## src/rtl/mux_ctrl_pkg.sv

```systemverilog
// Shared definitions for the round-robin mux controller.
//   NUM_REQ   : number of requesters sharing the 4:1 mux
//   SEL_W     : width of the mux select ({s1,s0})
//   state_t   : controller state encoding
//   onehot2idx: index of the set bit of a one-hot grant vector
package mux_ctrl_pkg;

  localparam int NUM_REQ = 4;
  localparam int SEL_W   = 2;

  typedef enum logic {
    ST_IDLE  = 1'b0,
    ST_GRANT = 1'b1
  } state_t;

  // Zero input maps to index 0; callers only use it while a grant is held.
  function automatic logic [SEL_W-1:0] onehot2idx(input logic [NUM_REQ-1:0] oh);
    logic [SEL_W-1:0] r;
    r = '0;
    for (int i = 0; i < NUM_REQ; i++)
      if (oh[i]) r = SEL_W'(i);
    return r;
  endfunction

endpackage

```

## src/rtl/mux_rr_arbiter_rr_pick.sv

```systemverilog
// rr_pick: combinational round-robin search.
//   req  : request vector
//   last : most recent owner; search order is last+1, last+2, last+3, last
//   idx  : first requesting index in that order (0 when none)
//   any  : at least one request is set
module rr_pick
  import mux_ctrl_pkg::*;
(
  input  logic [NUM_REQ-1:0] req,
  input  logic [SEL_W-1:0]   last,
  output logic [SEL_W-1:0]   idx,
  output logic               any
);

  logic             found;
  logic [SEL_W-1:0] cand;

  always_comb begin
    idx   = '0;
    found = 1'b0;
    cand  = '0;
    any   = |req;
    // The 2-bit add wraps mod 4, so the final step (offset 4) lands on last.
    for (int i = 1; i <= NUM_REQ; i++) begin
      cand = last + SEL_W'(i);
      if (!found && req[cand]) begin
        idx   = cand;
        found = 1'b1;
      end
    end
  end

endmodule

```

## src/rtl/mux_rr_arbiter.sv

```systemverilog
// mux_rr_arbiter: round-robin owner of a shared 4:1 mux with bounded hold.
//   clk  : clock
//   rst  : synchronous active-high reset
//   req  : request vector, held high while a requester wants the mux
//   gnt  : registered one-hot grant
//   s1,s0: registered mux select, {s1,s0} = owner index
//   en   : registered mux enable, equals |gnt
//   busy : controller is in the GRANT state
module mux_rr_arbiter
  import mux_ctrl_pkg::*;
#(
  parameter int MAX_HOLD = 4,
  parameter int CNT_W    = 4
) (
  input  logic               clk,
  input  logic               rst,
  input  logic [NUM_REQ-1:0] req,
  output logic [NUM_REQ-1:0] gnt,
  output logic               s1,
  output logic               s0,
  output logic               en,
  output logic               busy
);

  state_t             state_q, state_d;
  logic [NUM_REQ-1:0] gnt_q, gnt_d;
  logic [SEL_W-1:0]   sel_q, sel_d;
  logic               en_q, en_d;
  logic [CNT_W-1:0]   hold_q, hold_d;
  logic [SEL_W-1:0]   last_q, last_d;

  logic [SEL_W-1:0]   owner;
  logic [SEL_W-1:0]   pick_base;
  logic [SEL_W-1:0]   pick_idx;
  logic               pick_any;

  assign owner = onehot2idx(gnt_q);

  // While granted, searching from the current owner both skips it on a
  // release (its req is low) and falls back to it on a lone expiry.
  assign pick_base = (state_q == ST_GRANT) ? owner : last_q;

  rr_pick u_pick (
    .req  (req),
    .last (pick_base),
    .idx  (pick_idx),
    .any  (pick_any)
  );

  always_ff @(posedge clk) begin
    if (rst) begin
      state_q <= ST_IDLE;
      gnt_q   <= '0;
      sel_q   <= '0;
      en_q    <= 1'b0;
      hold_q  <= '0;
      last_q  <= SEL_W'(NUM_REQ - 1);
    end else begin
      state_q <= state_d;
      gnt_q   <= gnt_d;
      sel_q   <= sel_d;
      en_q    <= en_d;
      hold_q  <= hold_d;
      last_q  <= last_d;
    end
  end

  always_comb begin
    state_d = state_q;
    gnt_d   = gnt_q;
    sel_d   = sel_q;
    en_d    = en_q;
    hold_d  = hold_q;
    last_d  = last_q;
    case (state_q)
      ST_IDLE: begin
        if (pick_any) begin
          state_d         = ST_GRANT;
          gnt_d           = '0;
          gnt_d[pick_idx] = 1'b1;
          sel_d           = pick_idx;
          en_d            = 1'b1;
          hold_d          = '0;
        end
      end
      ST_GRANT: begin
        if (!req[owner] || hold_q == CNT_W'(MAX_HOLD - 1)) begin
          // Release or expiry: hand off (possibly back to the owner itself).
          last_d = owner;
          hold_d = '0;
          if (pick_any) begin
            gnt_d           = '0;
            gnt_d[pick_idx] = 1'b1;
            sel_d           = pick_idx;
            en_d            = 1'b1;
          end else begin
            state_d = ST_IDLE;
            gnt_d   = '0;
            en_d    = 1'b0;
          end
        end else begin
          hold_d = hold_q + 1'b1;
        end
      end
      default: state_d = ST_IDLE;
    endcase
  end

  assign gnt  = gnt_q;
  assign s1   = sel_q[1];
  assign s0   = sel_q[0];
  assign en   = en_q;
  assign busy = (state_q == ST_GRANT);

endmodule

```

## config.mk

```make
export PLATFORM = sky130hd
export DESIGN_NAME = mux_rr_arbiter
export DESIGN_NICKNAME = d
export VERILOG_FILES = /design/src/rtl/mux_ctrl_pkg.sv /design/src/rtl/mux_rr_arbiter_rr_pick.sv /design/src/rtl/mux_rr_arbiter.sv
export SDC_FILE = /design/constraint.sdc
export NUM_CORES = 1
export LEC_CHECK = 0
export CAP_MARGIN = 20
export CORE_MARGIN = 1
export CORE_UTILIZATION = 40
export DETAILED_ROUTE_END_ITERATION = 12
export GPL_TIMING_DRIVEN = 0
export PLACE_DENSITY = 0.6
export SLEW_MARGIN = 20
export SYNTH_ARGS = -nofsm -noshare
export SYNTH_HDL_FRONTEND = slang
export SYNTH_HIERARCHICAL = 1
export SYNTH_SLANG_ARGS = --single-unit
export TNS_END_PERCENT = 30
```

## constraint.sdc

```tcl
create_clock -name clk -period 4.35 [get_ports clk]
set_input_delay 0.87 -clock clk [delete_from_list [all_inputs] [get_ports clk]]
set_output_delay 0.87 -clock clk [all_outputs]
set_load 0.02 [all_outputs]
```

==> run_results.csv, run 1 <==
group,metric,value,unit
synth,synth.distinct_cells,36,
drt,firstDrtPassIters,4,
synth,synth_top_area_cell,"dfxtp_1",
timing,hold_viol,0,
timing,min_period_over_period,0.522,
synth,synth-compound-area-share,0.286,
floorplan,core_region_area,1800,sq um
drt,wl_per_cell,13.0,um
worst_hold_path,hold_path.class,"flip-flop to flip-flop",
layout,synthToLayoutAreaGrowth,23.6,%
worst_setup_path,crit_path_top_delay_cell,"clkdlybuf4s50_1",
worst_setup_path,slowest_delay,0.56,ns
synth,synth_top_family_by_area,"compound AO/OA/AOI/OAI gates",
timing,rsz0062_at_grt,"false",
drt,via_per_inst,5.50,
synth,synth_seq_cells,14,
layout,n_fill_cell,188,
global_routing,grt_pass1_vias,633,
clock_network,cts_root_buf,"clkbuf_4",
timing,relSlewSlack,0.644,
floorplan,die_w,46.6,um
timing,skew,0.00344,ns
power,ir_drop,0.238,mV
floorplan,start_util,0.442,
floorplan,die-height,46.6,um
global_routing,grt_pass1_wl,2620,um
timing,drv_slew,0,
floorplan,rows,15,
timing,timing.hold.ws,0.463,ns
place,gp_congestion,0.786,
clock_network,clockBufferDepth,2,
synth,synth-async-reset-ratio,0,
worst_setup_path,crit_required,4.52,ns
synth,synthXorXnorAreaFrac,0.0110,
synth,ys_seq_area_frac,0.352,
synth,yosys_warnings,6,
clock_network,clkSlewWorstSetupHoldPaths,0.08,ns
layout,utilization,0.546,
clock_network,post_cts_buffers,0,
synth,synth_edf_count,0,
drt,drt-initial-drc-count,16,
synth,syn_avg_cell_area,9.25,sq um
synth,synth.most_common_cell,"dfxtp_1",
worst_setup_path,crit_type,"input port to flip-flop",
timing,setup-violations-final,0,
synth,synth-adder-area-share,0.0157,
worst_setup_path,crit_fanout,7,
synth,yosys.area_share.simple,0.192,
drt,via_count,698,
timing,setup_tns,0,ns
synth,ys_top_cells_by_count,"dfxtp_1 (14), nand2_1 (8), a21oi_1 (7), inv_1 (7), nor2_1 (7)",
floorplan,dieArea,2170,sq um
clock_network,postCtsHoldBufs,0,
layout,multi_input_area,474,sq um
drt,ant_nets,0,
layout,final-seq-area,280,sq um
worst_setup_path,crit_chain,"clkdlybuf4s50_1 > mux2i_1 > o311a_4 > o211a_1 > a32o_2",
worst_setup_path,arrival,2.45,ns
place,hpwl,1270,um
job,cap_violations,0,
power,leakage,0.408,nW
place,io_buffer_count,12,
floorplan,boundaryPins,14,
power,finalPower,0.389,mW
clock_network,postCtsResizedCells,0,
timing,fmax,440,MHz
synth,synth.cell_area,796,sq um
global_routing,grt.total_usage,0.175,
outcome,outcome,"finished, final reports clean",
worst_setup_path,start_kind,"input port",
synth,yosys-top-cells-area,"dfxtp_1 (35%), mux2i_1 (6.3%), a21oi_1 (4.4%)",
global_routing,overflow,0,
global_routing,grt_max_degree,11,
drt,routed_wl,1650,um
clock_network,clkSinkCount,14,
layout,n_antenna_cell,0,
timing,worstMarginPinSlew,0.531,ns
worst_setup_path,end_kind,"flip-flop",
timing,fin_crit,2.27,ns
clock_network,clk_latency,0.28,ns
clock_network,cts_tree,"built",
layout,drive_gt1_frac,0.147,
synth,synthFlopType,"dfxtp_1",
power,p_per_area,396,nW/um^2
synth,syn_inst,86,
synth,synthMuxAreaShare,0.0912,
clock_network,cts_buffers,3,
global_routing,grt_antenna_before_repair,0,
synth,syn_nets,93,
drt,drc_errors,0,
synth,synth_top_cell_area_share,0.352,
layout,fin_nets,110,
clock_network,cts-htree-levels,1,
==> through the flow <==
stage	instances	area, sq um	setup WS, ns
floorplan	86	796	2.47
global placement	123	947	1.81
detailed placement	123	947	1.80
CTS	127	983	2.09
global route	127	983	2.02
finish	127	983	2.08
==> layer usage <==
layer  GRT usage  share of wire
met5           0              0
met4      0.0529         0.0085
met3      0.0706          0.056
met2       0.272           0.44
met1       0.218           0.50
==> sequential cells by signal, indices dropped and copies added, names as in the netlist <==
signal,flops
last_q,2
gnt,4
hold_q,4
busy,1
sel_q,2
en,1
==> worst paths after layout <==
kind	startpoint	end	slack, ns	depth (start not counted)
min	sel_q[1]$_SDFFE_PP0P_	sel_q[1]$_SDFFE_PP0P_	0.46	2
max	req[0]	gnt[2]$_SDFFE_PP0P_	2.08	5
max reg2reg	gnt[3]$_SDFFE_PP0P_	gnt[0]$_SDFFE_PP0P_	2.35	7
min reg2reg	sel_q[1]$_SDFFE_PP0P_	sel_q[1]$_SDFFE_PP0P_	0.46	2
==> critical path, delay by kind of cell <==
family | cells | cell delay, ns
buf+inv | 1 | 0.56
mux | 1 | 0.14
compound gates | 3 | 0.88
==> cell families after synthesis <==
family          after synthesis
simple gates                 29
mux                           7
xor+xnor                      1
buf+inv                       9
flops                        14
compound gates               25
fa+ha+maj                     1
==> where the power goes <==
group / leakage (nW) / internal [mW] / switching, mW
logic: 0.272 / 0.0663 / 0.0721
registers: 0.115 / 0.146 / 0.0134
clock network: 0.0210 / 0.0509 / 0.0409
==> placed cells by master (no fill, tap or decap), drive strengths merged, types with 2 or more instances in the layout <==
cell type and count:
a21oi 7, a32o 2, buf 2, clkbuf 4, clkdlybuf4s50 12, dfxtp 14, inv 7, mux2 2
mux2i 5, nand2 8, nand2b 2, nand3 2, nand3b 2, nor2 7, nor3 2, o2bb2ai 2
or2 2
==> final cells by class <==
type                    count  share of cell area
plain buffers               2              0.0153
flip-flops and latches     14               0.285
inverters                   7              0.0267
multi-input cells          63               0.482
repair buffers             12               0.122
clock buffers               4              0.0369
well taps                  25              0.0318
Note: power is estimated with default switching activity, not from simulation.
==> run 2, diff against run 1 <==
==> constraint.sdc (replaced) <==
create_clock -name clk -period 2.2 [get_ports clk]
set_input_delay 0.44 -clock clk [delete_from_list [all_inputs] [get_ports clk]]
set_output_delay 0.44 -clock clk [all_outputs]
set_load 0.02 [all_outputs]
==> results of run 2 <==
The final DEF is identical to that of run 1. Status: finished, final reports clean.
Among the figures that moved: setup slack after placement 1.80 ns -> 0.0762 ns; setup slack after layout 2.08 ns -> 0.199 ns; hold slack 0.463 ns -> 0.407 ns; start point of the critical path req[0] -> gnt[3]$_SDFFE_PP0P_; end point of the critical path gnt[2]$_SDFFE_PP0P_ -> gnt[0]$_SDFFE_PP0P_; register-to-register setup slack 2.35 ns -> 0.20 ns; end point of the worst hold path sel_q[1]$_SDFFE_PP0P_ -> busy$_SDFF_PP0_; total power 0.389 mW -> 0.770 mW; worst IR drop on VDD 0.238 mV -> 0.470 mV
==> run 3, diff against run 2 <==
--- a/config.mk
+++ b/config.mk
@@ -8,8 +8,10 @@
 export CAP_MARGIN = 20
 export CORE_MARGIN = 1
 export CORE_UTILIZATION = 40
+export CTS_BUF_LIST = sky130_fd_sc_hd__clkbuf_4
 export DETAILED_ROUTE_END_ITERATION = 12
 export GPL_TIMING_DRIVEN = 0
+export HOLD_SLACK_MARGIN = 0.15
 export PLACE_DENSITY = 0.6
 export SLEW_MARGIN = 20
 export SYNTH_ARGS = -nofsm -noshare
==> run 3 against run 2 <==
Effect of this change:
- non-clock buffer count is the same
- clock power shrank 18%
- combinational power about the same
- critical path depth unchanged
- cell count stayed put
- global-route usage up 0.16 points
- clock skew barely moved
- largest cell class unchanged
- first-iteration DRC count is 19% lower
- register-to-register slack hardly changed
- count of clock-buffer cells in the layout fell by 1
- routed wire length did not move
- sequential share of layout area grew 0.29 points
==> run_results.csv, run 3 (synthesis results as in run 1) <==
group,metric,value,unit
timing,skew,0.00384,ns
worst_hold_path,hold-path-endpoint,"busy$_SDFF_PP0_",
layout,fin_nets,110,
worst_setup_path,crit_path_frequent_cell,"a21oi_1",
timing,fmax,502,MHz
clock_network,cts_root_buf,"clkbuf_4",
clock_network,cts-htree-levels,1,
floorplan,boundaryPins,14,
worst_setup_path,crit_path_top_delay_cell,"dfxtp_1",
clock_network,postCtsHoldBufs,0,
global_routing,overflow,0,
timing,rsz0062_at_grt,"false",
timing,setup_tns,0,ns
timing,relSlewSlack,0.642,
worst_setup_path,worst-path-stages,7,
timing,hold_viol,0,
outcome,outcome,"finished, final reports clean",
floorplan,rows,15,
timing,setup-violations-final,0,
clock_network,clockBufferDepth,2,
drt,firstDrtPassIters,4,
power,p_switching,0.251,mW
place,gp_congestion,0.786,
clock_network,clkSinkCount,14,
power,p_sw_frac,0.341,
drt,via_count,691,
layout,fin_cells,127,
layout,drive_gt1_frac,0.137,
power,leakage,0.403,nW
global_routing,grt_pass1_wl,2620,um
timing,worstMarginPinSlew,0.535,ns
floorplan,core_region_area,1800,sq um
clock_network,post_cts_buffers,0,
worst_setup_path,worst-path-buf-inv,1,
job,cap_violations,0,
worst_setup_path,crit_required,2.38,ns
worst_setup_path,arrival,2.17,ns
timing,drv_slew,0,
drt,wl_per_cell,13.0,um
power,ir_drop,0.470,mV
worst_setup_path,reg2reg_to,"gnt[0]$_SDFFE_PP0P_",
worst_setup_path,r2r_slack,0.21,ns
clock_network,clkSlewWorstSetupHoldPaths,0.08,ns
place,dpl_cell_area,947,sq um
layout,n_antenna_cell,0,
clock_network,cts_buffers,3,
timing,fin_crit,1.99,ns
clock_network,cts_tree,"built",
global_routing,grt_pass1_vias,634,
power,p_seq_frac,0.428,
clock_network,postCtsResizedCells,0,
floorplan,dieArea,2170,sq um
floorplan,die-height,46.6,um
layout,final_cell_mix,"dfxtp_1 (14), clkdlybuf4s50_1 (12), nand2_1 (8)",
global_routing,grt.total_usage,0.177,
drt,drc_errors,0,
floorplan,die_w,46.6,um
place,hpwl,1270,um
worst_hold_path,min_from,"rst",
place,io_buffer_count,12,
floorplan,start_util,0.442,
layout,utilization,0.540,
drt,via_per_inst,5.44,
worst_setup_path,crit_fanout,8,
timing,min_period_over_period,0.905,
layout,final_cell_area,973,sq um
layout,n_fill_cell,192,
power,clockPowerShare,0.201,
worst_setup_path,cp-startpoint,"gnt[3]$_SDFFE_PP0P_",
global_routing,grt_antenna_before_repair,0,
drt,ant_nets,0,
worst_setup_path,crit_type,"flip-flop to flip-flop",
layout,final_common_cell,"dfxtp_1",
drt,drt-initial-drc-count,13,
global_routing,grt_max_degree,11,
worst_hold_path,hold_path_depth,2,
power,p_per_area,756,nW/um^2
clock_network,clk_latency,0.28,ns
place,dp.cells,123,
power,pwr-share-comb,0.372,
drt,routed_wl,1650,um
worst_setup_path,r2r_cells,7,
power,internal-power,0.485,mW
worst_hold_path,hold_path.class,"input port to flip-flop",
worst_setup_path,crit_chain,"or2_4 > mux2_2 > a21oi_1 > a31oi_1 > a21oi_1 > inv_1 > a32o_2",
worst_setup_path,r2r-start,"gnt[3]$_SDFFE_PP0P_",
layout,synthToLayoutAreaGrowth,22.3,%
worst_setup_path,crit_family,"compound AO/OA/AOI/OAI gates",
worst_setup_path,start_kind,"flip-flop",
worst_setup_path,slowest_delay,0.37,ns
worst_setup_path,end_kind,"flip-flop",
-- run 3: worst max path at each step --
| stage | slack, ns | to |
|---|---|---|
| 2_1_floorplan | 0.33 | gnt[0]$_SDFFE_PP0P_ |
| 3_3_place_gp | 0.09 | gnt[0]$_SDFFE_PP0P_ |
| 3_5_place_dp | 0.08 | gnt[0]$_SDFFE_PP0P_ |
| 4_1_cts | 0.23 | gnt[0]$_SDFFE_PP0P_ |
| 5_1_grt | 0.11 | gnt[0]$_SDFFE_PP0P_ |
| 6_report | 0.21 | gnt[0]$_SDFFE_PP0P_ |
-- run 3: stage by stage --
step / power (mW) / setup WS (ns) / hold WS [ns]
2_1_floorplan: 0.502 / 0.327 / 0.476
3_3_place_gp: 0.591 / 0.0871 / 0.456
3_5_place_dp: 0.593 / 0.0762 / 0.452
4_1_cts: 0.746 / 0.228 / 0.393
5_1_grt: 0.783 / 0.113 / 0.405
6_report: 0.736 / 0.210 / 0.404
-- run 3: final cells by class --
| class | instances | area (sq um) | share of cell area |
|---|---|---|---|
| Multi-Input combinational cell | 63 | 474 | 0.487 |
| Sequential cell | 14 | 280 | 0.288 |
| Timing Repair Buffer | 12 | 120 | 0.123 |
| Tap cell | 25 | 31.3 | 0.0321 |
| Inverter | 7 | 26.3 | 0.0270 |
| Clock buffer | 3 | 22.5 | 0.0231 |
| Buffer | 2 | 15.0 | 0.0154 |
| Clock inverter | 1 | 3.75 | 0.00386 |
-- run 3: per-layer routing --
metal  part of all wire  track usage  vias up  routed length (um)
li1                   -            -      346                   -
met2               0.44        0.272       16                 724
met3              0.050       0.0706        2                  82
met4             0.0085       0.0706        0                  14
met1               0.50        0.216      327                 827
met5                  0            0        -                   0
-- run 3: power groups by stage --
stage	Sequential, mW	Combinational [mW]	Clock, mW
final	0.315	0.274	0.148
after global routing	0.319	0.296	0.167
after CTS	0.315	0.274	0.157
after detailed placement	0.320	0.273	0
after global placement	0.320	0.271	0
after floorplan	0.346	0.155	0
-- run 3: worst reg2reg max path, cell delays in order, from the launching register on --
cell,delay [ns]
dfxtp_1,0.37
or2_4,0.29
mux2_2,0.33
a21oi_1,0.14
a31oi_1,0.05
a21oi_1,0.32
inv_1,0.11
a32o_2,0.27
